## config.mk

```make
export PLATFORM = sky130hd
export DESIGN_NAME = lbus_responder
export DESIGN_NICKNAME = d
export VERILOG_FILES = /design/src/rtl/lbus_pkg.sv /design/src/rtl/lbus_strobe_sync.sv /design/src/rtl/lbus_responder.sv
export SDC_FILE = /design/constraint.sdc
export NUM_CORES = 1
export LEC_CHECK = 0
export CAP_MARGIN = 20
export CORE_UTILIZATION = 54
export DETAILED_ROUTE_END_ITERATION = 8
export GPL_TIMING_DRIVEN = 0
export PLACE_DENSITY = 0.84
export RECOVER_POWER = 50
export SLEW_MARGIN = 5
export SYNTH_ARGS = -nofsm -noshare
export SYNTH_HDL_FRONTEND = slang
export SYNTH_SLANG_ARGS = --single-unit
```

## constraint.sdc

```tcl
create_clock -name clk -period 4.3 [get_ports clk]
set_clock_uncertainty 0.05 [all_clocks]
set_input_delay 0.43 -clock clk [delete_from_list [all_inputs] [get_ports clk]]
set_output_delay 0.43 -clock clk [all_outputs]
set_load 0.02 [all_outputs]
```

## src/rtl/lbus_pkg.sv

```systemverilog
// Shared definitions for the local-bus responder: register addresses,
// CTRL bit positions, FSM state encoding and an address-block helper.
package lbus_pkg;

    localparam logic [15:0] ADDR_CTRL      = 16'h0002;
    localparam logic [15:0] ADDR_MODE      = 16'h000C;
    localparam logic [15:0] ADDR_KEY_BASE  = 16'h0100;
    localparam logic [15:0] ADDR_TIN_BASE  = 16'h0140;
    localparam logic [15:0] ADDR_TOUT_BASE = 16'h0180;

    localparam int CTRL_KSET_BIT  = 1;
    localparam int CTRL_START_BIT = 0;

    typedef enum logic [1:0] {
        IDLE = 2'd0,
        KSET = 2'd1,
        ENC  = 2'd2
    } state_t;

    // True when the address lies in the 16-byte window starting at base.
    function automatic logic in_block(input logic [15:0] a, input logic [15:0] base);
        return a[15:4] == base[15:4];
    endfunction

endpackage

```

## src/rtl/lbus_strobe_sync.sv

```systemverilog
// Registers the local-bus inputs once and edge-detects the strobes, so each
// strobe assertion yields exactly one wr_pulse / rd_pulse aligned with the
// registered address and write data.
module lbus_strobe_sync (
    input  logic        clk,
    input  logic        rstn,
    input  logic [15:0] lbus_a,
    input  logic [15:0] lbus_dw,
    input  logic        lbus_wr,
    input  logic        lbus_rd,
    output logic        wr_pulse,
    output logic        rd_pulse,
    output logic [15:0] addr,
    output logic [15:0] wdata
);

    logic wr_q, wr_qq, rd_q, rd_qq;

    // Input stage q plus the qq stage used for rising-edge detection.
    always_ff @(posedge clk or negedge rstn) begin
        if (!rstn) begin
            addr  <= 16'h0000;
            wdata <= 16'h0000;
            wr_q  <= 1'b0;
            wr_qq <= 1'b0;
            rd_q  <= 1'b0;
            rd_qq <= 1'b0;
        end else begin
            addr  <= lbus_a;
            wdata <= lbus_dw;
            wr_q  <= lbus_wr;
            wr_qq <= wr_q;
            rd_q  <= lbus_rd;
            rd_qq <= rd_q;
        end
    end

    assign wr_pulse = wr_q & ~wr_qq;
    assign rd_pulse = rd_q & ~rd_qq;

endmodule

```

## src/rtl/lbus_responder.sv

```systemverilog
// Local-bus responder: decodes controller writes into KEY/TEXT_IN/MODE/CTRL,
// serves register reads, and sequences key-set and encryption handshakes
// with the cipher core. exec is high for the whole of each encryption.
// Build option: LBUS_KEY_READBACK_EN makes KEY words readable.
module lbus_responder
    import lbus_pkg::*;
#(
    parameter int BLK_W = 128
) (
    input  logic             clk,
    input  logic             rstn,
    input  logic [15:0]      lbus_a,
    input  logic [15:0]      lbus_dw,
    input  logic             lbus_wr,
    input  logic             lbus_rd,
    output logic [15:0]      lbus_dr,
    output logic             exec,
    output logic [BLK_W-1:0] blk_kin,
    output logic [BLK_W-1:0] blk_din,
    output logic             blk_encdec,
    output logic             blk_krdy,
    output logic             blk_drdy,
    input  logic             blk_kvld,
    input  logic             blk_dvld,
    input  logic [BLK_W-1:0] blk_dout
);

    localparam int NW = BLK_W / 16;

    logic        wr_pulse, rd_pulse;
    logic [15:0] addr, wdata;
    logic [2:0]  idx;
    logic        word_ok;
    logic [15:0] rd_data;
    state_t      state;

    logic [15:0] key_w  [NW];
    logic [15:0] din_w  [NW];
    logic [15:0] tout_w [NW];

    lbus_strobe_sync u_sync (
        .clk      (clk),
        .rstn     (rstn),
        .lbus_a   (lbus_a),
        .lbus_dw  (lbus_dw),
        .lbus_wr  (lbus_wr),
        .lbus_rd  (lbus_rd),
        .wr_pulse (wr_pulse),
        .rd_pulse (rd_pulse),
        .addr     (addr),
        .wdata    (wdata)
    );

    assign idx     = addr[3:1];
    assign word_ok = int'(idx) < NW;

    // Word 0 is the most significant word of each block.
    genvar gi;
    generate
        for (gi = 0; gi < NW; gi++) begin : g_words
            assign blk_kin[BLK_W-1-16*gi -: 16] = key_w[gi];
            assign blk_din[BLK_W-1-16*gi -: 16] = din_w[gi];
        end
    endgenerate

    // Handshake FSM; krdy/drdy are one-cycle pulses, exec spans ENC.
    always_ff @(posedge clk or negedge rstn) begin
        if (!rstn) begin
            state    <= IDLE;
            blk_krdy <= 1'b0;
            blk_drdy <= 1'b0;
            exec     <= 1'b0;
        end else begin
            blk_krdy <= 1'b0;
            blk_drdy <= 1'b0;
            case (state)
                IDLE: begin
                    if (wr_pulse && addr == ADDR_CTRL) begin
                        if (wdata[CTRL_KSET_BIT]) begin
                            state    <= KSET;
                            blk_krdy <= 1'b1;
                        end else if (wdata[CTRL_START_BIT]) begin
                            state    <= ENC;
                            blk_drdy <= 1'b1;
                            exec     <= 1'b1;
                        end
                    end
                end
                KSET: begin
                    if (blk_kvld) state <= IDLE;
                end
                ENC: begin
                    if (blk_dvld) begin
                        state <= IDLE;
                        exec  <= 1'b0;
                    end
                end
                default: state <= IDLE;
            endcase
        end
    end

    // Register writes (accepted only in IDLE) and result capture.
    always_ff @(posedge clk or negedge rstn) begin
        if (!rstn) begin
            blk_encdec <= 1'b0;
            for (int i = 0; i < NW; i++) begin
                key_w[i]  <= 16'h0000;
                din_w[i]  <= 16'h0000;
                tout_w[i] <= 16'h0000;
            end
        end else begin
            if (wr_pulse && state == IDLE) begin
                if (addr == ADDR_MODE)
                    blk_encdec <= wdata[0];
                if (in_block(addr, ADDR_KEY_BASE) && word_ok)
                    key_w[idx] <= wdata;
                if (in_block(addr, ADDR_TIN_BASE) && word_ok)
                    din_w[idx] <= wdata;
            end
            if (state == ENC && blk_dvld) begin
                for (int i = 0; i < NW; i++)
                    tout_w[i] <= blk_dout[BLK_W-1-16*i -: 16];
            end
        end
    end

    // Read-data mux; unmapped addresses read as zero.
    always_comb begin
        rd_data = 16'h0000;
        if (addr == ADDR_CTRL)
            rd_data = {14'b0, state == KSET, state == ENC};
        else if (addr == ADDR_MODE)
            rd_data = {15'b0, blk_encdec};
        else if (in_block(addr, ADDR_TIN_BASE) && word_ok)
            rd_data = din_w[idx];
        else if (in_block(addr, ADDR_TOUT_BASE) && word_ok)
            rd_data = tout_w[idx];
`ifdef LBUS_KEY_READBACK_EN
        else if (in_block(addr, ADDR_KEY_BASE) && word_ok)
            rd_data = key_w[idx];
`endif
    end

    // Read data register; a coincident write edge takes precedence.
    always_ff @(posedge clk or negedge rstn) begin
        if (!rstn)
            lbus_dr <= 16'h0000;
        else if (rd_pulse && !wr_pulse)
            lbus_dr <= rd_data;
    end

endmodule

```

==> flow_summary.ini <==
[detailed_routing]
wl_per_cell_microns = 29.0
antenna_left = 0
dr.pass1.iters = 5
routed_wl_mm = 64.1
drt_iter0_drc = 944
via_count = 13200
via_per_inst = 5.99
drc = 0

[pwr]
power.share.clock_pct = 46.4
seqPwrFrac_pct = 47.7
power-per-cell-area_nw_per_um2 = 349
irDropWorstVdd_mv = 0.387
sw_frac_of_total_pct = 22.9
power.leakage_nw = 12.2
power_frac_comb_pct = 5.8
netSwitchingPower_w = 0.00202
p_int_w = 0.00680

[grt]
grt_max_degree = 111
antenna_found_initial = 2
overflow = 0
grt_pass1_vias = 14300
grt_pass1_wl_mm = 94.4
track_usage_pct = 36.9

[sta]
min_period_over_period_pct = 76.7
fmax_mhz = 303
slew_viol_final = 162
slew_headroom_pct = -46.7
finalCriticalPeriod_ps = 3300
tightest_slew_ps = 2200
hold_violations = 0
worst_slack_ps = 1000
hold_slack_ps = 327
setup_viol = 0
grt_setup_unrepaired = false

[hold_path]
hold_path_class = in -> async

[floorplanning]
core_sq_um = 33800
rows = 67
die_h_microns = 188
die_w_microns = 188
ios = 442
initial_core_util_pct = 55.2
dieArea_sq_um = 35300

[outcome]
status = finished with violations
violations = max-capacitance violations, max-slew violations

[clock_network]
postCtsSetupBuffers = 0
clk_latency_ps = 580
cts.path.max_buffers = 3
cts_tree = done
htreeDepth = 2
clk_pin_slew_ps = 60
cts_num_sinks = 442
cts_made_buffers = 46
ctsHoldBuffers = 1
root_buffer = clkbuf_16
cts_resized = 0

[layout]
finalNetCount = 1890
multiInputGateArea_sq_um = 7120
fin_area_sq_um = 25200
syn_to_final_growth_pct = 35.4
final-seq-area_sq_um = 11100
fillers = 2143
drive_above_1_share_pct = 32.2

[yosys]
ys.flop_type = dfrtp_1
ys_top_cells_by_area = dfrtp_1, mux2_2, mux4_2, mux2i_1, nor4_4
ys_warn_count = 0
postSynthCellCount = 1230
syn-cell-area_sq_um = 18600
synth_seq_cells = 442
synth_nets = 1396
ys_seq_area_share_pct = 59.4
yosysUniqueCellTypes = 55
synth-async-reset-ratio_pct = 100
syn_avg_cell_area_sq_um = 15.2
yosysTopAreaCellShare_pct = 59.4
synth_top_area_cell = dfrtp_1
synth_edf_count = 0

[setup_path]
path_max_fanout = 10
path_class = reg -> reg
arrival_ps = 3680
cp_slowest_cell = buf_1
max_stage_delay_ps = 670
end_kind = flip-flop
cp_cell_sequence = buf_2 -> buf_1 -> buf_2 -> mux4_2 -> mux2i_1 -> a2bb2oi_1 -> a31oi_1
critical_path_required_ps = 4680
critPathLaunchType = flip-flop
crit_top_cell = buf_2

[placement]
port_buffers = 441
placed_area_sq_um = 23700
dp_hpwl_mm = 46.3
placement.setup.worst_slack_ps = 1120
place.gp.congestion = 0.916

[job]
cap_violations = 2
==> power groups by stage <==
stage	clock, W	sequential, W	combinational (W)
floorplan	0	0.00428	0.000152
global placement	0	0.00429	0.000503
detailed placement	0	0.00428	0.000521
CTS	0.00413	0.00421	0.000525
global route	0.00427	0.00421	0.000547
finish	0.00409	0.00421	0.000515
==> per-stage QoR <==
step	setup TNS, ps	power (W)	std cells	util, %
floorplan	0	0.00443	1230	-
global placement	-7165940	0.00479	2119	69.9
detailed placement	0	0.00480	2123	70.2
CTS	0	0.00886	2207	74.8
global route	0	0.00902	2208	74.7
finish	0	0.00882	2208	74.7
==> per-layer routing <==
| metal | GRT usage, % | up-vias | part of all wire, % |
|---|---|---|---|
| li1 | - | 5513 | - |
| met1 | 44.8 | 6891 | 38 |
| met2 | 59.6 | 670 | 48 |
| met3 | 12.8 | 140 | 10 |
| met4 | 16.2 | 2 | 4.2 |
| met5 | 0 | - | 0.017 |
==> synth_stat cells, types with 10 or more instances <==
cell type	number
buf_2	23
nand2_1	20
nor2b_1	10
o22ai_1	14
nor2_1	20
buf_4	11
mux2_2	393
nor3_1	15
mux4_2	26
clkbuf_1	36
a21oi_1	17
mux2i_1	50
dfrtp_1	442
==> final cells by class <==
cell class,instances,share of cell area [%]
inverters,8,0.119
flip-flops and latches,442,43.8
diodes,1,0.00991
clock buffers,66,5.46
multi-input cells,697,28.2
well taps,448,2.22
clock inverters,17,0.674
plain buffers,83,1.69
repair buffers,446,17.8
==> cell families (layout without fill, tap and decap cells) <==
group,Yosys count,in the layout,synth area share (%)
mux,469,469,29.6
flops,442,442,59.4
simple gates,126,126,4.70
compound gates,102,102,3.92
buf+inv,91,620,2.45
other cells,0,1,0
==> cell usage in the layout, fill, tap and decap left out, drive strengths merged, types with 6 or more instances in the layout <==
cell type / n
clkdlybuf4s50: 323
a21oi: 17
nor4: 11
nand2: 20
clkinv: 12
nor2: 25
nor3: 17
a22oi: 7
o221ai: 9
dfrtp: 442
a2bb2oi: 8
inv: 9
a22o: 6
clkbuf: 104
mux4: 26
o21ai: 10
nand3: 6
o22ai: 14
dlygate4sd3: 118
nand2b: 7
mux2i: 50
buf: 50
nor2b: 10
mux2: 393
==> worst paths after layout <==
path                                     start      endpoint  slack (ps)  cells after the start
worst max-delay path            u_sync.addr[3]    lbus_dr[1]        1000                      7
worst max register to register  u_sync.addr[3]    lbus_dr[1]        1000                      7
min in group clk                   u_sync.wr_q  u_sync.wr_qq         330                      0
worst min register to register     u_sync.wr_q  u_sync.wr_qq         330                      0
worst min-delay path                      rstn   tout_w[123]         330                      2
max in group asynchronous                 rstn   blk_din[14]        1280                      4
==> state kept, by name (all words and copies together) (netlist names) <==
register      cells
u_sync.rd_qq      1
u_sync.wdata     16
tout_w          128
blk_din         128
u_sync.addr      16
exec              1
blk_kin         128
u_sync.wr_q       1
u_sync.rd_q       1
u_sync.wr_qq      1
blk_drdy          1
blk_krdy          1
lbus_dr          16
blk_encdec        1
state             2
==> worst max-delay path, delay by kind of cell, from the launching register on <==
kind | cells | cell delay, ps
buffers and inverters | 3 | 1470
multiplexers | 2 | 890
flip-flops | 1 | 400
AO/OA/AOI/OAI | 2 | 330
Note: power is estimated with default switching activity, not from simulation.
